**config.mk**
```make
export PLATFORM = sky130hd
export DESIGN_NAME = scc_cfg_seq_flat
export DESIGN_NICKNAME = d
export VERILOG_FILES = /design/src/rtl/scc_cfg_seq_if.sv /design/src/rtl/scc_cfg_seq.sv /design/src/flat_wrapper.sv
export SDC_FILE = /design/constraint.sdc
export NUM_CORES = 1
export LEC_CHECK = 0
export CORE_MARGIN = 8
export CORE_UTILIZATION = 49
export CTS_CLUSTER_SIZE = 24
export DETAILED_ROUTE_END_ITERATION = 8
export PLACE_DENSITY = 0.87
export SYNTH_ARGS = -nofsm -noshare
export SYNTH_HDL_FRONTEND = slang
export SYNTH_SLANG_ARGS = --single-unit
```
**constraint.sdc**
```tcl
create_clock -name clk -period 5.2 [get_ports clk]
set_clock_uncertainty 0.2 [all_clocks]
set_input_delay 1.56 -clock clk [delete_from_list [all_inputs] [get_ports clk]]
set_output_delay 1.56 -clock clk [all_outputs]
set_load 0.02 [all_outputs]
```
**src/rtl/scc_cfg_seq_if.sv**
```systemverilog
// rtl/scc_cfg_seq_if.sv - AXI4-lite bus interface (axi4_lite_if) with master/slave modports
interface axi4_lite_if #(
  parameter int AW = 32,
  parameter int DW = 32
) ();
  logic            awvalid;
  logic            awready;
  logic [AW-1:0]   awaddr;
  logic            wvalid;
  logic            wready;
  logic [DW-1:0]   wdata;
  logic [DW/8-1:0] wstrb;
  logic            bvalid;
  logic            bready;
  logic [1:0]      bresp;
  logic            arvalid;
  logic            arready;
  logic [AW-1:0]   araddr;
  logic            rvalid;
  logic            rready;
  logic [DW-1:0]   rdata;
  logic [1:0]      rresp;

  modport m (
    output awvalid, awaddr, wvalid, wdata, wstrb, bready, arvalid, araddr, rready,
    input  awready, wready, bvalid, bresp, arready, rvalid, rdata, rresp
  );

  modport s (
    input  awvalid, awaddr, wvalid, wdata, wstrb, bready, arvalid, araddr, rready,
    output awready, wready, bvalid, bresp, arready, rvalid, rdata, rresp
  );
endinterface

```
**src/rtl/scc_cfg_seq.sv**
```systemverilog
// rtl/scc_cfg_seq.sv - post-link-up AXI4-lite register table sequencer
// Optional write readback check: define SCC_CFG_VERIFY_EN.
module scc_cfg_seq #(
  parameter int          N_ENTRIES   = 8,
  parameter int          TIMEOUT_CYC = 1024,
  parameter int          POLL_GAP    = 16,
  parameter logic [31:0] SR_ADDR     = 32'h00
) (
  input  logic        clk,
  input  logic        aresetn,
  input  logic        cdr_locked,
  input  logic        start,
  output logic [7:0]  cfg_idx,
  input  logic [31:0] cfg_addr,
  input  logic [31:0] cfg_data,
  axi4_lite_if.m      mmr,
  output logic        busy,
  output logic        done,
  output logic        error,
  output logic [7:0]  err_idx
);
  typedef enum logic [3:0] {
    S_IDLE, S_WAIT_LOCK, S_POLL_AR, S_POLL_R, S_POLL_GAP, S_WR, S_WR_B,
`ifdef SCC_CFG_VERIFY_EN
    S_VFY_AR, S_VFY_R,
`endif
    S_DONE, S_ERR
  } state_t;

  state_t      state_q, state_d;
  logic [31:0] cnt_q, cnt_d;
  logic [7:0]  idx_q, idx_d, err_idx_q, err_idx_d;
  logic [31:0] addr_q, addr_d, data_q, data_d, araddr_q, araddr_d;
  logic        arvalid_q, arvalid_d, rready_q, rready_d;
  logic        awvalid_q, awvalid_d, wvalid_q, wvalid_d, bready_q, bready_d;
  logic        aw_ok_q, aw_ok_d, w_ok_q, w_ok_d, issued_q, issued_d, lost_q, lost_d;
  logic        busy_q, busy_d, done_q, done_d, error_q, error_d;
  logic        tmo, lost, aw_acc, w_acc, tmo_hit, err_hit, entry_ok, restart;

  always_comb begin
    state_d = state_q;   idx_d = idx_q;         err_idx_d = err_idx_q;
    addr_d = addr_q;     data_d = data_q;       araddr_d = araddr_q;
    arvalid_d = arvalid_q; rready_d = rready_q; awvalid_d = awvalid_q;
    wvalid_d = wvalid_q; bready_d = bready_q;   aw_ok_d = aw_ok_q;
    w_ok_d = w_ok_q;     issued_d = issued_q;
    busy_d = busy_q;     done_d = done_q;       error_d = error_q;
    lost_d = lost_q | (busy_q & ~cdr_locked);
    lost = lost_q | ~cdr_locked;
    tmo = (cnt_q == 32'(TIMEOUT_CYC - 1));
    aw_acc = awvalid_q & mmr.awready;
    w_acc = wvalid_q & mmr.wready;
    tmo_hit = 1'b0; err_hit = 1'b0; entry_ok = 1'b0; restart = 1'b0;

    case (state_q)
      S_IDLE: begin
        lost_d = 1'b0;
        if (start) begin
          state_d = S_WAIT_LOCK; idx_d = 8'd0;
          done_d = 1'b0; error_d = 1'b0; busy_d = 1'b1;
        end
      end
      S_WAIT_LOCK: begin
        lost_d = 1'b0;
        if (cdr_locked) begin
          state_d = S_POLL_AR; arvalid_d = 1'b1; rready_d = 1'b1; araddr_d = SR_ADDR;
        end
      end
      S_POLL_AR: begin
        if (mmr.arready) begin
          arvalid_d = 1'b0; state_d = S_POLL_R;
        end else if (tmo) tmo_hit = 1'b1;
      end
      S_POLL_R: begin
        if (mmr.rvalid) begin
          rready_d = 1'b0;
          if (mmr.rresp != 2'b00) err_hit = 1'b1;
          else if (lost) restart = 1'b1;
          else if (mmr.rdata[0]) begin state_d = S_WR; issued_d = 1'b0; end
          else state_d = S_POLL_GAP;
        end else if (tmo) tmo_hit = 1'b1;
      end
      S_POLL_GAP: begin
        if (lost) restart = 1'b1;
        else if (cnt_q >= 32'(POLL_GAP - 1)) begin
          state_d = S_POLL_AR; arvalid_d = 1'b1; rready_d = 1'b1; araddr_d = SR_ADDR;
        end
      end
      S_WR: begin
        // First cycle in WR latches the table row so it may change during the burst
        if (!issued_q) begin
          if (lost) restart = 1'b1;
          else begin
            addr_d = cfg_addr; data_d = cfg_data; issued_d = 1'b1;
            awvalid_d = 1'b1; wvalid_d = 1'b1; aw_ok_d = 1'b0; w_ok_d = 1'b0;
          end
        end else begin
          if (aw_acc) begin awvalid_d = 1'b0; aw_ok_d = 1'b1; end
          if (w_acc) begin wvalid_d = 1'b0; w_ok_d = 1'b1; end
          if ((aw_ok_q | aw_acc) & (w_ok_q | w_acc)) begin
            state_d = S_WR_B; bready_d = 1'b1;
          end else if (tmo) tmo_hit = 1'b1;
        end
      end
      S_WR_B: begin
        if (mmr.bvalid) begin
          bready_d = 1'b0;
          if (mmr.bresp != 2'b00) err_hit = 1'b1;
`ifdef SCC_CFG_VERIFY_EN
          else if (addr_q[7:0] == 8'h08 || addr_q[7:0] == 8'h0C) entry_ok = 1'b1;
          else begin
            state_d = S_VFY_AR; arvalid_d = 1'b1; rready_d = 1'b1; araddr_d = addr_q;
          end
`else
          else entry_ok = 1'b1;
`endif
        end else if (tmo) tmo_hit = 1'b1;
      end
`ifdef SCC_CFG_VERIFY_EN
      S_VFY_AR: begin
        if (mmr.arready) begin
          arvalid_d = 1'b0; state_d = S_VFY_R;
        end else if (tmo) tmo_hit = 1'b1;
      end
      S_VFY_R: begin
        if (mmr.rvalid) begin
          rready_d = 1'b0;
          if (mmr.rresp != 2'b00 || mmr.rdata != data_q) err_hit = 1'b1;
          else entry_ok = 1'b1;
        end else if (tmo) tmo_hit = 1'b1;
      end
`endif
      S_DONE: begin
        done_d = 1'b1; busy_d = 1'b0; state_d = S_IDLE;
      end
      S_ERR: begin
        error_d = 1'b1; err_idx_d = idx_q; busy_d = 1'b0;
        rready_d = 1'b0; bready_d = 1'b0; state_d = S_IDLE;
      end
      default: state_d = S_IDLE;
    endcase

    if (entry_ok) begin
      if (lost) restart = 1'b1;
      else if (idx_q == 8'(N_ENTRIES - 1)) state_d = S_DONE;
      else begin
        idx_d = idx_q + 8'd1; state_d = S_WR; issued_d = 1'b0;
      end
    end
    // A timeout caused by lock loss is a re-run, not a configuration failure
    if (tmo_hit) begin
      if (lost) restart = 1'b1;
      else err_hit = 1'b1;
    end
    if (err_hit) begin
      state_d = S_ERR; arvalid_d = 1'b0; awvalid_d = 1'b0; wvalid_d = 1'b0;
      rready_d = 1'b1; bready_d = 1'b1;
    end else if (restart) begin
      state_d = S_WAIT_LOCK; idx_d = 8'd0; arvalid_d = 1'b0; awvalid_d = 1'b0;
      wvalid_d = 1'b0; rready_d = 1'b0; bready_d = 1'b0;
    end

    cnt_d = (state_d != state_q) ? 32'd0 : cnt_q + 32'd1;
  end

  always_ff @(posedge clk or negedge aresetn) begin
    if (!aresetn) begin
      state_q <= S_IDLE;  cnt_q <= '0;     idx_q <= '0;     err_idx_q <= '0;
      addr_q <= '0;       data_q <= '0;    araddr_q <= '0;
      arvalid_q <= 1'b0;  rready_q <= 1'b0; awvalid_q <= 1'b0; wvalid_q <= 1'b0;
      bready_q <= 1'b0;   aw_ok_q <= 1'b0; w_ok_q <= 1'b0;  issued_q <= 1'b0;
      lost_q <= 1'b0;     busy_q <= 1'b0;  done_q <= 1'b0;  error_q <= 1'b0;
    end else begin
      state_q <= state_d; cnt_q <= cnt_d;  idx_q <= idx_d;  err_idx_q <= err_idx_d;
      addr_q <= addr_d;   data_q <= data_d; araddr_q <= araddr_d;
      arvalid_q <= arvalid_d; rready_q <= rready_d; awvalid_q <= awvalid_d;
      wvalid_q <= wvalid_d; bready_q <= bready_d; aw_ok_q <= aw_ok_d;
      w_ok_q <= w_ok_d;   issued_q <= issued_d; lost_q <= lost_d;
      busy_q <= busy_d;   done_q <= done_d; error_q <= error_d;
    end
  end

  assign cfg_idx     = idx_q;
  assign busy        = busy_q;
  assign done        = done_q;
  assign error       = error_q;
  assign err_idx     = err_idx_q;
  assign mmr.awvalid = awvalid_q;
  assign mmr.awaddr  = addr_q;
  assign mmr.wvalid  = wvalid_q;
  assign mmr.wdata   = data_q;
  assign mmr.wstrb   = 4'hF;
  assign mmr.bready  = bready_q;
  assign mmr.arvalid = arvalid_q;
  assign mmr.araddr  = araddr_q;
  assign mmr.rready  = rready_q;
endmodule
```
**src/flat_wrapper.sv**
```systemverilog
// flat-port wrapper written by rule: the top's interface ports become plain ports
module scc_cfg_seq_flat 
#(
  parameter int          N_ENTRIES   = 8,
  parameter int          TIMEOUT_CYC = 1024,
  parameter int          POLL_GAP    = 16,
  parameter logic [31:0] SR_ADDR     = 32'h00
)
  (clk, aresetn, cdr_locked, start, cfg_idx, cfg_addr, cfg_data, busy, done, error, err_idx, mmr_awvalid, mmr_awaddr, mmr_wvalid, mmr_wdata, mmr_wstrb, mmr_bready, mmr_arvalid, mmr_araddr, mmr_rready, mmr_awready, mmr_wready, mmr_bvalid, mmr_bresp, mmr_arready, mmr_rvalid, mmr_rdata, mmr_rresp);
  axi4_lite_if mmr_i ();
  input  logic clk;
  input  logic aresetn;
  input  logic cdr_locked;
  input  logic start;
  output logic [7:0] cfg_idx;
  input  logic [31:0] cfg_addr;
  input  logic [31:0] cfg_data;
  output logic busy;
  output logic done;
  output logic error;
  output logic [7:0] err_idx;
  output wire logic [$bits(mmr_i.awvalid)-1:0] mmr_awvalid;
  output wire logic [$bits(mmr_i.awaddr)-1:0] mmr_awaddr;
  output wire logic [$bits(mmr_i.wvalid)-1:0] mmr_wvalid;
  output wire logic [$bits(mmr_i.wdata)-1:0] mmr_wdata;
  output wire logic [$bits(mmr_i.wstrb)-1:0] mmr_wstrb;
  output wire logic [$bits(mmr_i.bready)-1:0] mmr_bready;
  output wire logic [$bits(mmr_i.arvalid)-1:0] mmr_arvalid;
  output wire logic [$bits(mmr_i.araddr)-1:0] mmr_araddr;
  output wire logic [$bits(mmr_i.rready)-1:0] mmr_rready;
  input wire logic [$bits(mmr_i.awready)-1:0] mmr_awready;
  input wire logic [$bits(mmr_i.wready)-1:0] mmr_wready;
  input wire logic [$bits(mmr_i.bvalid)-1:0] mmr_bvalid;
  input wire logic [$bits(mmr_i.bresp)-1:0] mmr_bresp;
  input wire logic [$bits(mmr_i.arready)-1:0] mmr_arready;
  input wire logic [$bits(mmr_i.rvalid)-1:0] mmr_rvalid;
  input wire logic [$bits(mmr_i.rdata)-1:0] mmr_rdata;
  input wire logic [$bits(mmr_i.rresp)-1:0] mmr_rresp;
  assign mmr_awvalid = mmr_i.awvalid;
  assign mmr_awaddr = mmr_i.awaddr;
  assign mmr_wvalid = mmr_i.wvalid;
  assign mmr_wdata = mmr_i.wdata;
  assign mmr_wstrb = mmr_i.wstrb;
  assign mmr_bready = mmr_i.bready;
  assign mmr_arvalid = mmr_i.arvalid;
  assign mmr_araddr = mmr_i.araddr;
  assign mmr_rready = mmr_i.rready;
  assign mmr_i.awready = mmr_awready;
  assign mmr_i.wready = mmr_wready;
  assign mmr_i.bvalid = mmr_bvalid;
  assign mmr_i.bresp = mmr_bresp;
  assign mmr_i.arready = mmr_arready;
  assign mmr_i.rvalid = mmr_rvalid;
  assign mmr_i.rdata = mmr_rdata;
  assign mmr_i.rresp = mmr_rresp;
  scc_cfg_seq #(.N_ENTRIES(N_ENTRIES), .TIMEOUT_CYC(TIMEOUT_CYC), .POLL_GAP(POLL_GAP), .SR_ADDR(SR_ADDR)) u_core (.clk(clk), .aresetn(aresetn), .cdr_locked(cdr_locked), .start(start), .cfg_idx(cfg_idx), .cfg_addr(cfg_addr), .cfg_data(cfg_data), .mmr(mmr_i), .busy(busy), .done(done), .error(error), .err_idx(err_idx));
endmodule
```
==> impl_metrics.tcl, run 1 <==
set metrics [dict create \
    route.detailed.drc 0 \
    power.density_nw_per_um2 443 \
    critPathKind "in2reg" \
    drive_gt1_share_pct 22.5 \
    relSlewSlack_pct 39.2 \
    crit_path_start_kind "input pin" \
    die_y_um 131 \
    coreArea_sq_um 13100 \
    total_leakage_power_nw 3.76 \
    tns_ps 0 \
    fillers 938 \
    totalWireLength_mm 16.3 \
    cts.sinks 128 \
    period_share_pct 79.5 \
    antenna_found_initial 0 \
    area_growth_pct 34.6 \
    yosysSeqAreaShare_pct 49.4 \
    ys_async_sr_fraction_pct 100 \
    critPathMaxFanout 32 \
    synthCells 551 \
    ant_nets 0 \
    cts_made_buffers 17 \
    synth.avg_cell_area_sq_um 11.8 \
    drtIter0Drc 407 \
    path_clk_slew_ps 60 \
    clock_path_buffers 2 \
    die_area_sq_um 17200 \
    fp.dieW_um 131 \
    grt_usage_pct 19.1 \
    synth_edf_count 0 \
    dr_total_vias 4844 \
    crit_required_ps 5300 \
    nNetsFinal 826 \
    place_congestion 0.906 \
    vias_per_cell 5.36 \
    fin_crit_ps 4130 \
    status "finished, final reports clean" \
    dr.pass1.iters 4 \
    wl_per_cell_um 18.0 \
    grt_pass1_wl_mm 25.5 \
    max_freq_mhz 242 \
    num_io_pins 233 \
    clk-insertion-delay-late_ps 420 \
    rsz0062_at_grt "no" \
    hold_buffers 0 \
    cts_setup_buffers 0 \
    grt_max_degree 73 \
    fp-row-count 42 \
    syn_area_sq_um 6490 \
    drv_slew 0 \
    synth-seq-cells 128 \
    synth_ff_type "dfrtp_1" \
    grt_pass1_vias 5078 \
    hold_viol_final 0 \
    cap_violations 0 \
    initial_core_util_pct 49.6 \
    max_slew.worst_pin.slew_ps 912 \
    tritoncts "yes" \
    diodes 0 \
    irDropWorstVdd_uv 315 \
    synth_cell_types 63 \
    root_buffer "clkbuf_16" \
    grt.overflow.total 0 \
    ys_warn_count 0 \
    hold_slack_ps 303 \
    cts.htree.levels 4 \
    portBuffers 165 \
    crit_arrival_ps 4230 \
    dp_hpwl_mm 11.9 \
    finalSetupViolCount 0 \
    seq_area_sq_um 3200 \
    hold_class "reg2reg" \
    ctsResizeCount 0 \
    multi_input_area_sq_um 2980 \
    critPathCaptureType "flip-flop" \
]
[registers in the layout, summed over array words and instances, names as in the netlist]
register and cells:
u_core.cfg_idx 8, u_core.mmr.wdata 32, u_core.busy 1, u_core.mmr.awvalid 1
u_core.mmr.rready 1, u_core.mmr.bready 1, u_core.lost_q 1, u_core.mmr.arvalid 1
u_core.cnt_q 32, u_core.mmr.wvalid 1, u_core.w_ok_q 1, u_core.aw_ok_q 1
u_core.issued_q 1, u_core.done 1, u_core.err_idx 8, u_core.error 1
u_core.state_q 4, u_core.mmr.awaddr 32
[Yosys cell counts (all sizes together), types with 2 or more instances]
cell	number	share of area, %
dfrtp	128	49
mux2	76	13
buf	51	6.0
nor3	45	6.5
nor2	36	2.1
nand2	33	1.9
xor2	21	2.8
a21oi	17	1.4
nand4	15	1.4
nand3	14	1.1
xnor2	13	1.9
o21ai	10	0.77
clkbuf	9	0.52
inv	8	0.46
a31oi	6	0.91
nand2b	6	0.69
and3	5	0.48
and4	5	0.67
and2	4	0.39
nor4	4	0.39
or3	4	0.39
or4	4	0.64
nand4bb	3	0.52
o32ai	3	0.41
a221oi	2	0.27
conb	2	0.12
ha	2	0.39
mux2i	2	0.31
nand3b	2	0.42
nor2b	2	0.23
o2111ai	2	0.64
[path summary, 6_finish.rpt]
check                      depth (start not counted)                        startpoint                                 to  slack, ps
max                                                9                        cdr_locked         u_core.cnt_q[30]$_DFF_PN0_       1070
min                                                1  u_core.mmr.wdata[28]$_DFFE_PN0P_   u_core.mmr.wdata[28]$_DFFE_PN0P_        300
max reg2reg                                        8       u_core.state_q[0]$_DFF_PN0_         u_core.cnt_q[30]$_DFF_PN0_       1840
min reg2reg                                        1  u_core.mmr.wdata[28]$_DFFE_PN0P_   u_core.mmr.wdata[28]$_DFFE_PN0P_        300
max in group asynchronous                          2                           aresetn   u_core.mmr.wdata[11]$_DFFE_PN0P_       2780
min in group asynchronous                          1                           aresetn  u_core.mmr.awaddr[18]$_DFFE_PN0P_       1070
[cell usage in the layout (no fill, tap or decap), types with 4 or more instances in the layout]
master	synthesis	routed
clkdlybuf4s50_1	0	164
dfrtp_1	128	128
mux2_2	75	75
conb_1	2	36
nor2_1	36	35
nand2_1	33	33
nor3_2	32	32
xor2_1	21	21
clkbuf_16	0	17
a21oi_1	16	16
nand4_1	15	15
nand3_1	14	14
xnor2_1	12	12
nor3_1	10	10
o21ai_0	10	10
inv_1	8	8
nand2b_1	5	5
and4_1	5	5
and3_1	5	5
or3_1	4	4
nor4_1	4	4
and2_1	4	4
a31oi_1	4	4
clkbuf_8	0	4
clkinv_2	0	4
buf_4	41	4
[per-stage QoR]
step	area [sq um]	power (mW)	setup WS, ps	utilization [%]	cells
after CTS	8730	3.90	1100	66.8	904
final	8730	3.87	1070	66.8	904
after global routing	8730	4.04	988	66.8	904
after floorplan	6620	2.25	1540	-	585
after global placement	8160	2.69	716	62.4	872
after detailed placement	8160	2.75	664	62.4	872
[power by group]
| part | switching, mW | internal (mW) |
|---|---|---|
| clock network | 0.427 | 0.705 |
| logic | 0.788 | 0.620 |
| registers | 0.175 | 1.16 |
[cell type report]
| class | instances | share of cell area [%] |
|---|---|---|
| flip-flops and latches | 128 | 36.7 |
| inverters | 8 | 0.344 |
| clock inverters | 9 | 0.945 |
| well taps | 176 | 2.52 |
| clock buffers | 23 | 5.59 |
| repair buffers | 171 | 19.8 |
| multi-input cells | 389 | 34.1 |
[layer usage]
| metal | up-vias | track usage [%] | part of all wire [%] | wire length, um |
|---|---|---|---|---|
| met3 | 28 | 4.98 | 7.5 | 1230 |
| met1 | 2407 | 21.9 | 37 | 6100 |
| met4 | 0 | 7.70 | 2.0 | 331 |
| met2 | 188 | 33.2 | 53 | 8660 |
| li1 | 2221 | - | - | - |
| met5 | - | 0 | 0 | 0 |
[cell families (layout without fill, tap and decap cells)]
| family | count (synthesis) | in the layout | share of synthesized area [%] |
|---|---|---|---|
| compound gates | 51 | 51 | 6.04 |
| xor+xnor | 34 | 34 | 4.71 |
| fa+ha+maj | 2 | 2 | 0.386 |
| buf+inv | 68 | 211 | 6.96 |
| flops | 128 | 128 | 49.4 |
| mux | 79 | 79 | 13.8 |
| other cells | 2 | 36 | 0.116 |
| simple gates | 187 | 187 | 18.6 |
[worst max-delay path, stage by stage]
cell	delay, ps
clkdlybuf4s50_1	550
nor2b_2	360
nand4b_1	130
mux4_2	470
a221o_1	330
a21oi_2	290
xnor2_4	170
buf_12	260
nor3_2	80
Power figures use the tool's default switching activity.
==> inputs of run 2 (changes only) <==
Settings changed: CORE_UTILIZATION 49 to 45, PLACE_DENSITY 0.87 to 0.8.
Clock period 5.2 ns to 4 ns, I/O delays scaled along.
==> impl_metrics.tcl, run 2 (synthesis results as in run 1) <==
set metrics [dict create \
    diodes 0 \
    rsz0062_at_grt "no" \
    cp.depth 10 \
    grt_usage_pct 17.3 \
    root_buffer "clkbuf_16" \
    clock_path_buffers 2 \
    rr_worst_depth 9 \
    hold_buffers 0 \
    place_congestion 0.896 \
    p_sw_share_pct 34.3 \
    clk-insertion-delay-late_ps 410 \
    irDropWorstVdd_uv 308 \
    worstSetupStartpoint "cdr_locked" \
    slowest_stage "clkdlybuf4s50_1" \
    min_from "u_core.error$_DFFE_PN0P_" \
    cts_made_buffers 17 \
    cp_cell_sequence "clkdlybuf4s50_1, nor2b_2, buf_4, nor3_1, a221oi_1, nand2_1, o21ai_0, o2111ai_4, buf_12, nor3_1" \
    tritoncts "yes" \
    fp.dieW_um 136 \
    fillers 1096 \
    status "finished, final reports clean" \
    dr_total_vias 4812 \
    critPathCaptureType "flip-flop" \
    clkPwrFrac_pct 31.0 \
    wl_per_cell_um 17.2 \
    hold_depth 1 \
    fp-row-count 44 \
    tns_ps 0 \
    critPathMaxFanout 22 \
    total_leakage_power_nw 3.88 \
    die_area_sq_um 18500 \
    hold_class "reg2reg" \
    crit_family "compound AO/OA/AOI/OAI gates" \
    totalWireLength_mm 15.9 \
    area_growth_pct 37.9 \
    internal-power_mw 3.45 \
    reg2reg_from "u_core.state_q[0]$_DFF_PN0_" \
    drtIter0Drc 264 \
    power.density_nw_per_um2 588 \
    num_io_pins 233 \
    die_y_um 136 \
    coreArea_sq_um 14300 \
    initial_core_util_pct 45.3 \
    cts.htree.levels 4 \
    finalPower_mw 5.26 \
    path_buf_inv 3 \
    period_share_pct 87.9 \
    max_slew.worst_pin.slew_ps 908 \
    cts.sinks 128 \
    vias_per_cell 5.20 \
    fin_crit_ps 3520 \
    crit_required_ps 4120 \
    cap_violations 0 \
    ctsResizeCount 0 \
    critPathKind "in2reg" \
    grt_max_degree 70 \
    crit_path_start_kind "input pin" \
    final_common_cell "clkdlybuf4s50_1" \
    multi_input_area_sq_um 2980 \
    max_freq_mhz 284 \
    crit_arrival_ps 3630 \
    hold_viol_final 0 \
    grt_pass1_vias 4939 \
    portBuffers 165 \
    drv_slew 0 \
    path_clk_slew_ps 50 \
    antenna_found_initial 0 \
    ant_nets 0 \
    final_cell_mix "164 x clkdlybuf4s50_1, 128 x dfrtp_1, 75 x mux2_2, 36 x conb_1, 35 x nor2_1" \
    p_sw_mw 1.80 \
    finalSetupViolCount 0 \
    drive_gt1_share_pct 24.1 \
    crit_top_cell "nor3_1" \
    cts_setup_buffers 0 \
    dr.pass1.iters 4 \
    seqPwrFrac_pct 32.8 \
    critPathMaxStageDelay_ps 530 \
    grt_pass1_wl_mm 25.4 \
    regToRegSetupSlack_ps 810 \
    grt.overflow.total 0 \
    seq_area_sq_um 3200 \
    nNetsFinal 840 \
    route.detailed.drc 0 \
    relSlewSlack_pct 39.5 \
    combPwrFrac_pct 36.2 \
    dp_hpwl_mm 12.0 \
]
## run 2: cell count changes in the layout (fill, tap and decap cells not counted)
cell | before | now
clkinvlp_4 | 2 | 0
clkbuf_8 | 4 | 1
inv_6 | 0 | 3
clkbuf_1 | 2 | 1
buf_4 | 4 | 15
bufinv_16 | 1 | 4
buf_12 | 3 | 6
## run 2: worst paths after layout
kind / endpoint
worst max-delay path: u_core.cnt_q[31]$_DFF_PN0_
worst min-delay path: u_core.error$_DFFE_PN0P_
worst max register to register: u_core.cnt_q[12]$_DFF_PN0_
worst min register to register: u_core.error$_DFFE_PN0P_
max in group asynchronous: u_core.err_idx[6]$_DFFE_PN0P_
min in group asynchronous: u_core.mmr.awaddr[5]$_DFFE_PN0P_
## run 2: power groups by stage
| stage | logic (mW) | clock network [mW] | registers (mW) |
|---|---|---|---|
| global route | 2.04 | 1.72 | 1.76 |
| global placement | 1.89 | 0 | 1.73 |
| detailed placement | 1.92 | 0 | 1.75 |
| floorplan | 1.07 | 0 | 1.85 |
| CTS | 1.93 | 1.66 | 1.72 |
| finish | 1.90 | 1.63 | 1.72 |
## run 2: final cells by class
class	count	area share, %
clock buffer	19	4.95
clock inverter	13	2.06
inverter	8	0.336
multi-input combinational	389	33.3
sequential	128	35.8
tap	184	2.57
timing repair buffer	185	21.0
## run 2: through the flow
step | cells | utilization [%] | hold slack [ps] | setup slack [ps] | area, sq um
global placement | 894 | 58.1 | 286 | 125 | 8320
finish | 926 | 62.5 | 302 | 485 | 8940
detailed placement | 894 | 58.1 | 295 | 79.6 | 8320
global route | 926 | 62.5 | 319 | 250 | 8940
CTS | 926 | 62.5 | 308 | 503 | 8940
floorplan | 585 | - | 270 | 705 | 6620
## run 2: per-layer routing
| metal | global-route usage [%] | part of all wire [%] |
|---|---|---|
| met4 | 7.02 | 1.7 |
| met1 | 20.1 | 38 |
| met2 | 29.5 | 53 |
| met5 | 0 | 0 |
| met3 | 4.62 | 7.3 |
==> inputs of run 3 (changes only) <==
Settings changed: ABC_CLOCK_PERIOD_IN_PS set to 4000, MAX_ROUTING_LAYER set to met4, SKIP_CTS_REPAIR_TIMING set to 1.
==> impl_metrics.tcl, run 3 (synthesis results as in run 1) <==
set metrics [dict create \
    regToRegSetupSlack_ps 840 \
    hold_end "u_core.mmr.awaddr[15]$_DFFE_PN0P_" \
    grt_usage_pct 17.6 \
    fin_util_pct 62.3 \
    grt_max_degree 65 \
    path_buf_inv 2 \
    grt_pass1_wl_mm 25.4 \
    hold_viol_final 0 \
    die_area_sq_um 18500 \
    seqPwrFrac_pct 32.4 \
    grt.overflow.total 0 \
    min_from "u_core.mmr.awaddr[15]$_DFFE_PN0P_" \
    reg2reg_from "u_core.state_q[0]$_DFF_PN0_" \
    r2r_end "u_core.cnt_q[3]$_DFF_PN0_" \
    clk-insertion-delay-late_ps 410 \
    path_clk_slew_ps 50 \
    dr.pass1.iters 4 \
    met2WireLength_mm 8.14 \
    dr_total_vias 4751 \
    wl_met3_mm 1.15 \
    critPathKind "in2reg" \
    drtIter0Drc 236 \
    critPathMaxStageDelay_ps 490 \
    ant_nets 0 \
    die_y_um 136 \
    route.detailed.drc 0 \
    p_sw_mw 1.81 \
    status "finished, final reports clean" \
    rr_worst_depth 8 \
    place_congestion 0.897 \
    finalPower_mw 5.24 \
    grt_pass1_vias 4939 \
    power.density_nw_per_um2 588 \
    cts.sinks 128 \
    clock_path_buffers 2 \
    irDropWorstVdd_uv 530 \
    cp.depth 9 \
    crit_family "buffers and inverters" \
    crit_path_start_kind "input pin" \
    drv_slew 0 \
    max_freq_mhz 286 \
    tns_ps 0 \
    final_cell_mix "164 x clkdlybuf4s50_1, 128 x dfrtp_1, 75 x mux2_2, 36 x conb_1, 35 x nor2_1" \
    cp_cell_sequence "clkdlybuf4s50_1, nor2_1, nand4b_1, mux4_2, a221o_1, a21oi_2, xnor2_4, buf_12, nor3_2" \
    fp-row-count 44 \
    crit_required_ps 4120 \
    clkPwrFrac_pct 29.3 \
    root_buffer "clkbuf_16" \
    total_leakage_power_nw 3.85 \
    tritoncts "yes" \
    critPathCaptureType "flip-flop" \
    cts.htree.levels 4 \
    finalSetupViolCount 0 \
    fp.dieW_um 136 \
    vias_per_cell 5.14 \
    max_slew.worst_pin.slew_ps 882 \
    rsz0062_at_grt "no" \
    area_growth_pct 37.4 \
    num_io_pins 233 \
    crit_arrival_ps 3620 \
    p_sw_share_pct 34.5 \
    final_common_cell "clkdlybuf4s50_1" \
    slowest_stage "mux4_2" \
    totalWireLength_mm 15.8 \
    routed.top_layer "met4" \
    coreArea_sq_um 14300 \
    hold_class "reg2reg" \
    dp_hpwl_mm 11.9 \
    initial_core_util_pct 45.3 \
    portBuffers 165 \
    fin_crit_ps 3500 \
    period_share_pct 87.4 \
    critPathMaxFanout 11 \
    hold_depth 1 \
    cts_made_buffers 17 \
    antenna_found_initial 1 \
    cap_violations 0 \
    combPwrFrac_pct 38.2 \
    wl_per_cell_um 17.0 \
    relSlewSlack_pct 41.2 \
    internal-power_mw 3.43 \
    nNetsFinal 839 \
    drive_gt1_share_pct 23.8 \
    wl_met1_mm 6.03 \
]
[run 3: changes by cell type in the layout (fill, tap and decap cells not counted), sizes merged, moves of 2 or more]
cell and delta:
clkbuf +5, clkinv -3, inv -3, bufinv -2, clkinvlp +2
[run 3: worst max path at each step]
stage,start,end
floorplan,mmr_bvalid,u_core.cnt_q[1]$_DFF_PN0_
global placement,mmr_arready,u_core.cnt_q[1]$_DFF_PN0_
detailed placement,mmr_rresp[1],u_core.cnt_q[31]$_DFF_PN0_
CTS,mmr_rresp[1],u_core.cnt_q[3]$_DFF_PN0_
global route,mmr_arready,u_core.cnt_q[23]$_DFF_PN0_
finish,mmr_rresp[1],u_core.cnt_q[3]$_DFF_PN0_
[run 3: worst register-to-register path, cell delays in order, from the launching register on]
cell and delay [ps]:
dfrtp_1 910, and4bb_1 500, o211a_1 220, o2111ai_2 160, o21ba_2 270, a21oi_2 260
xnor2_4 160, buf_12 210, nor3_2 180
[run 3: stage by stage]
step | cells | hold WS, ps | setup slack (ps) | instance area [sq um]
after CTS | 924 | 307 | 527 | 8910
after global placement | 893 | 282 | 142 | 8310
after floorplan | 585 | 270 | 705 | 6620
after global routing | 925 | 314 | 437 | 8910
after detailed placement | 893 | 294 | 119 | 8310
final | 925 | 301 | 504 | 8910
[run 3: metal layers]
| metal | vias to the layer above | track usage, % |
|---|---|---|
| met1 | 2309 | 19.4 |
| met2 | 169 | 29.5 |
| met4 | 0 | 7.87 |
| met3 | 29 | 4.51 |
| met5 | - | - |
| li1 | 2244 | - |
[run 3: power groups by stage]
stage	sequential [mW]	combinational [mW]	clock [mW]
2_1_floorplan	1.85	1.07	0
3_3_place_gp	1.71	1.97	0
3_5_place_dp	1.72	2.02	0
4_1_cts	1.70	2.02	1.57
5_1_grt	1.73	2.13	1.63
6_report	1.70	2.00	1.54
[run 3: cell type report]
type | instances | area [sq um]
Fill cell | 1122 | 5400
Sequential cell | 128 | 3200
Multi-Input combinational cell | 389 | 2980
Timing Repair Buffer | 184 | 1870
Clock buffer | 24 | 502
Tap cell | 184 | 230
Clock inverter | 7 | 101
Inverter | 8 | 30.0
Antenna cell | 1 | 2.50
